<file path="config.mk">
export PLATFORM = sky130hd
export DESIGN_NAME = mem_arbiter
export DESIGN_NICKNAME = d
export VERILOG_FILES = /design/src/rtl/mem_arbiter.sv
export SDC_FILE = /design/constraint.sdc
export NUM_CORES = 1
export LEC_CHECK = 0
export BUFFER_PORTS_ARGS = -buffer_cell sky130_fd_sc_hd__buf_2
export CORE_AREA = 2 2 288 290
export CTS_CLUSTER_SIZE = 10
export DETAILED_ROUTE_END_ITERATION = 8
export DIE_AREA = 0 0 290 292
export GPL_TIMING_DRIVEN = 0
export PLACE_DENSITY = 0.47
export SKIP_CTS_REPAIR_TIMING = 1
export SYNTH_ARGS = -nofsm -noshare
export SYNTH_HDL_FRONTEND = slang
export SYNTH_SLANG_ARGS = --single-unit
export TNS_END_PERCENT = 100
</file>
<file path="constraint.sdc">
create_clock -name clk -period 6.05 [get_ports clk]
set_clock_uncertainty 0.1 [all_clocks]
set_input_delay 0.9075 -clock clk [delete_from_list [all_inputs] [get_ports clk]]
set_output_delay 0.9075 -clock clk [all_outputs]
set_load 0.02 [all_outputs]
</file>
<file path="src/rtl/mem_arbiter.sv">
// mem_arbiter: shares the single main-memory port between the I-cache fill
// path and the D-cache fill/writeback path. One transaction at a time:
// grant -> MEM_LATENCY busy cycles -> response held until the matching ack.
// The arbiter owns the memory latency counter, so neither cache counts cycles.
//
// Optional build macro MEM_ARB_RR_EN: when defined, simultaneous I+D requests
// alternate via a last_grant register (reset to I). When undefined, D has
// fixed priority over I.
`timescale 1ns/1ps

module mem_arbiter #(
  parameter int LINE_WIDTH  = 128,
  parameter int TAG_WIDTH   = 28,
  parameter int MEM_LATENCY = 5      // legal range 1..255
) (
  input  logic                  clk,
  input  logic                  reset,
  // I-cache side
  input  logic                  reqI_mem,
  input  logic [TAG_WIDTH-1:0]  reqAddrI_mem,
  output logic [LINE_WIDTH-1:0] instr_from_mem,
  output logic                  mem_data_rdyI,
  input  logic                  data_filled_ackI,
  // D-cache side
  input  logic                  reqD_mem,
  input  logic [TAG_WIDTH-1:0]  reqAddrD_mem,
  input  logic                  reqWrD_mem,
  input  logic [LINE_WIDTH-1:0] wrDataD_mem,
  output logic [LINE_WIDTH-1:0] data_from_mem,
  output logic                  mem_data_rdyD,
  input  logic                  data_filled_ackD,
  // memory side
  output logic                  mem_req,
  output logic [TAG_WIDTH-1:0]  mem_addr,
  output logic                  mem_we,
  output logic [LINE_WIDTH-1:0] mem_wdata,
  input  logic [LINE_WIDTH-1:0] mem_rdata
);

  // Counter is loaded with MEM_LATENCY-1 on grant; the busy phase ends at the
  // edge where it reads zero, giving exactly MEM_LATENCY cycles of mem_req.
  localparam logic [7:0] LOAD_COUNT = 8'(MEM_LATENCY - 1);

  typedef enum logic [2:0] {
    IDLE   = 3'd0,
    BUSY_I = 3'd1,
    BUSY_D = 3'd2,
    RESP_I = 3'd3,
    RESP_D = 3'd4
  } state_t;

  state_t                r_state;
  logic [7:0]            r_count;
  logic                  r_is_wr;
  logic                  r_mem_req;
  logic                  r_mem_we;
  logic [TAG_WIDTH-1:0]  r_mem_addr;
  logic [LINE_WIDTH-1:0] r_mem_wdata;
  logic [LINE_WIDTH-1:0] r_instr_line;
  logic [LINE_WIDTH-1:0] r_data_line;
  logic                  r_rdy_i;
  logic                  r_rdy_d;
`ifdef MEM_ARB_RR_EN
  logic                  r_last_grant_d;   // 0 = I granted last, 1 = D
`endif

  logic w_pick_d;
  logic w_pick_i;
  logic w_we_at_load;

  // Grant selection while IDLE; only consulted in the IDLE state.
  always_comb begin
    w_pick_d = 1'b0;
    w_pick_i = 1'b0;
`ifdef MEM_ARB_RR_EN
    // On a tie, whoever was not granted last wins.
    w_pick_d = reqD_mem && (!reqI_mem || !r_last_grant_d);
`else
    // On a tie, the data side wins: it belongs to the older instruction.
    w_pick_d = reqD_mem;
`endif
    w_pick_i = reqI_mem && !w_pick_d;
    // With a one-cycle latency the single busy cycle is also the strobe cycle.
    w_we_at_load = reqWrD_mem && (LOAD_COUNT == 8'd0);
  end

  // Transaction FSM with all outputs registered.
  always_ff @(posedge clk) begin
    if (reset) begin
      r_state        <= IDLE;
      r_count        <= 8'd0;
      r_is_wr        <= 1'b0;
      r_mem_req      <= 1'b0;
      r_mem_we       <= 1'b0;
      r_mem_addr     <= '0;
      r_mem_wdata    <= '0;
      r_instr_line   <= '0;
      r_data_line    <= '0;
      r_rdy_i        <= 1'b0;
      r_rdy_d        <= 1'b0;
`ifdef MEM_ARB_RR_EN
      r_last_grant_d <= 1'b0;
`endif
    end else begin
      case (r_state)
        IDLE: begin
          if (w_pick_d) begin
            r_state     <= BUSY_D;
            r_mem_addr  <= reqAddrD_mem;
            r_mem_wdata <= wrDataD_mem;
            r_is_wr     <= reqWrD_mem;
            r_count     <= LOAD_COUNT;
            r_mem_req   <= 1'b1;
            r_mem_we    <= w_we_at_load;
`ifdef MEM_ARB_RR_EN
            r_last_grant_d <= 1'b1;
`endif
          end else if (w_pick_i) begin
            r_state    <= BUSY_I;
            r_mem_addr <= reqAddrI_mem;
            r_is_wr    <= 1'b0;
            r_count    <= LOAD_COUNT;
            r_mem_req  <= 1'b1;
            r_mem_we   <= 1'b0;
`ifdef MEM_ARB_RR_EN
            r_last_grant_d <= 1'b0;
`endif
          end
        end

        BUSY_I, BUSY_D: begin
          if (r_count == 8'd0) begin
            // Final busy edge: capture the line and present the response.
            r_mem_req <= 1'b0;
            r_mem_we  <= 1'b0;
            if (r_state == BUSY_I) begin
              r_instr_line <= mem_rdata;
              r_rdy_i      <= 1'b1;
              r_state      <= RESP_I;
            end else begin
              // A writeback completes without touching the D fill line.
              if (!r_is_wr) begin
                r_data_line <= mem_rdata;
              end
              r_rdy_d <= 1'b1;
              r_state <= RESP_D;
            end
          end else begin
            r_count  <= r_count - 8'd1;
            // Strobe lands only in the last busy cycle (count reaches zero).
            r_mem_we <= r_is_wr && (r_count == 8'd1);
          end
        end

        RESP_I: begin
          if (data_filled_ackI) begin
            r_rdy_i <= 1'b0;
            r_state <= IDLE;
          end
        end

        RESP_D: begin
          if (data_filled_ackD) begin
            r_rdy_d <= 1'b0;
            r_state <= IDLE;
          end
        end

        default: r_state <= IDLE;
      endcase
    end
  end

  assign instr_from_mem = r_instr_line;
  assign mem_data_rdyI  = r_rdy_i;
  assign data_from_mem  = r_data_line;
  assign mem_data_rdyD  = r_rdy_d;
  assign mem_req        = r_mem_req;
  assign mem_addr       = r_mem_addr;
  assign mem_we         = r_mem_we;
  assign mem_wdata      = r_mem_wdata;

endmodule

</file>
==> results_dict.tcl <==
set metrics [dict create \
    max_freq_ghz 0.349 \
    critPathArrivalTime_ns 3.28 \
    final_area_sq_um 21700 \
    cp_cell_sequence "inv_1 -> ha_1 -> nor3b_1 -> and4_1 -> buf_2 -> buf_1 -> nand2_1 -> a21oi_1" \
    peakVddDrop_uv 196 \
    maxCapViolCount 0 \
    fin_util 0.266 \
    synth-main-ff-cell "dfxtp_1" \
    post-route-min-period_ns 2.86 \
    synth_seq_cells 428 \
    port_buffers 732 \
    drv_slew 0 \
    finalSetupViolations 0 \
    status "finished clean" \
    grt-ovfl-total 0 \
    cpPeakStageDelay_ns 0.50 \
    syn_to_final_growth_pct 43.6 \
    synthDistinctLibCells 45 \
    synth_top_area_frac 0.566 \
    synth_nets 2220 \
    io_pins 735 \
    post-dp-hpwl_microns 53600 \
    grt_pass1_wl_microns 97900 \
    wl_microns 68000 \
    final_common_cell "nand2_1" \
    cts_tree "built" \
    clock_sinks 428 \
    hold_viol 0 \
    setup_ws_ns 3.19 \
    grt_usage 0.152 \
    initial_core_util 0.185 \
    min_period_over_period 0.473 \
    place_ws_ns 2.74 \
    final_cell_mix "nand2_1, buf_2, dfxtp_1, a21oi_1, clkbuf_1" \
    cp_max_fo 10 \
    required_ns 6.47 \
    crit_type "flip-flop to flip-flop" \
    yosys.area.top_type "dfxtp_1" \
    worst_setup_path_end_kind "flip-flop" \
    drc 0 \
    hold_class "flip-flop to flip-flop" \
    wl_per_cell_microns 18.0 \
    syn_area_per_cell_sq_um 7.97 \
    cts_buffer_depth 3 \
    combPwrFrac 0.352 \
    ant_nets 0 \
    yosysWarnings 0 \
    vias_per_cell 4.15 \
    intPower_mw 6.28 \
    synth-edff-count 0 \
    switching_power_mw 4.12 \
    tightest_slew_ns 1.05 \
    rsz0062_at_grt "false" \
    clk_pin_slew_ns 0.06 \
    core_sq_um 81600 \
    dpl_cell_area_sq_um 20100 \
    max-slew-margin-rel 0.302 \
    p_per_area_nw_per_um2 479 \
    grt_pass1_vias 14978 \
    cts_max_level 2 \
    final.setup.tns_ns 0 \
    ys_top_cells_by_area "dfxtp_1, nand2_1, a21oi_1" \
    final_nets 3006 \
    firstDrtPassIters 5 \
    worstSkewPairLatency_ns 0.58 \
    place.gp.congestion 0.844 \
    crit_path_top_delay_cell "buf_1" \
    clkPwrFrac 0.286 \
    p_leak_nw 9.53 \
    layout-drive-gt1-share 0.305 \
    grt_max_degree 14 \
    startpoint_type "flip-flop" \
    cts_root_buffer "clkbuf_16" \
    die_w_microns 290 \
    synthArstFlopShare 0 \
    cts_buffers 52 \
    die_height_microns 292 \
    rows 105 \
    synth_area_sq_um 15100 \
    dieArea_sq_um 84700 \
    netlist_instances 1898 \
    place_inst 3700 \
    stdcell_count 3787 \
    antenna_found_initial 16 \
    pwr-share-seq 0.362 \
    swShare 0.396 \
    ys_seq_area_frac 0.566 \
    via_count 15707 \
    drtIter0Drc 587 \
]
sequential cells by signal, summed over array words and instances (netlist names):
signal,cells
data_from_mem,128
instr_from_mem,128
mem_addr,28
mem_data_rdyD,1
mem_data_rdyI,1
mem_req,1
mem_wdata,128
mem_we,1
r_count,8
r_is_wr,1
r_state,3
worst paths after layout:
path	startpoint	to	slack (ns)	cells after the start
setup / recovery	r_count[0]	data_from_mem[113]	3.19	8
hold / removal	mem_wdata[118]	mem_wdata[118]	0.35	2
setup reg to reg	r_count[0]	data_from_mem[113]	3.19	8
hold reg to reg	mem_wdata[118]	mem_wdata[118]	0.35	2
routing by layer:
layer | GRT usage | vias to the layer above | wire length [microns]
li1 | - | 7797 | -
met1 | 0.181 | 7302 | 28500
met2 | 0.258 | 469 | 32700
met3 | 0.0446 | 125 | 4720
met4 | 0.0532 | 14 | 1990
met5 | 0 | - | 90
through the flow:
step | total power, mW | hold WS [ns]
global placement | 7.54 | 0.340
detailed placement | 7.54 | 0.343
floorplan | 5.99 | 0.370
CTS | 10.6 | 0.351
global route | 11.0 | 0.362
finish | 10.4 | 0.348
cell usage after synthesis (all sizes together) (2+ instances only):
master  instances
a211oi         30
a21oi         392
and2            2
and4            2
buf            31
clkbuf        112
dfxtp         428
ha              3
inv             5
mux2i          29
nand2         780
nand2b          4
nand3           4
nand4           3
nor2           33
nor2b           2
nor4            4
o211ai          3
o21a            2
o21ai           3
o31a            2
or2             3
or3             2
or4             5
cell type report:
type	instances	area, sq um
clock buffer	70	1440
fill	9106	59900
sequential	428	8570
inverter	5	18.8
antenna	10	25.0
buffer	144	583
clock inverter	7	120
tap	1070	1340
multi-input combinational	1321	5960
timing repair buffer	732	3660
power groups by stage:
| stage | logic (mW) | registers, mW | clock network, mW |
|---|---|---|---|
| detailed placement | 3.72 | 3.82 | 0 |
| global placement | 3.74 | 3.80 | 0 |
| finish | 3.67 | 3.76 | 2.97 |
| global route | 4.01 | 3.84 | 3.18 |
| CTS | 3.73 | 3.76 | 3.08 |
| floorplan | 1.47 | 4.52 | 0 |
cell families after synthesis:
| kind of cell | Yosys count | share of synthesized area |
|---|---|---|
| simple gates | 849 | 0.218 |
| mux | 29 | 0.0192 |
| flops | 428 | 0.566 |
| xor+xnor | 1 | 0.000579 |
| compound gates | 439 | 0.153 |
| fa+ha+maj | 3 | 0.00248 |
| buf+inv | 149 | 0.0397 |
worst max-delay path, delay by kind of cell (launching register included):
family / cells / cell delay, ns
DFF: 1 / 0.35
AOI/OAI and AO/OA: 1 / 0.15
buffers and inverters: 3 / 0.89
adders and majority gates: 1 / 0.20
and+or+nand+nor: 3 / 1.09
Note: power is estimated with default switching activity, not from simulation.
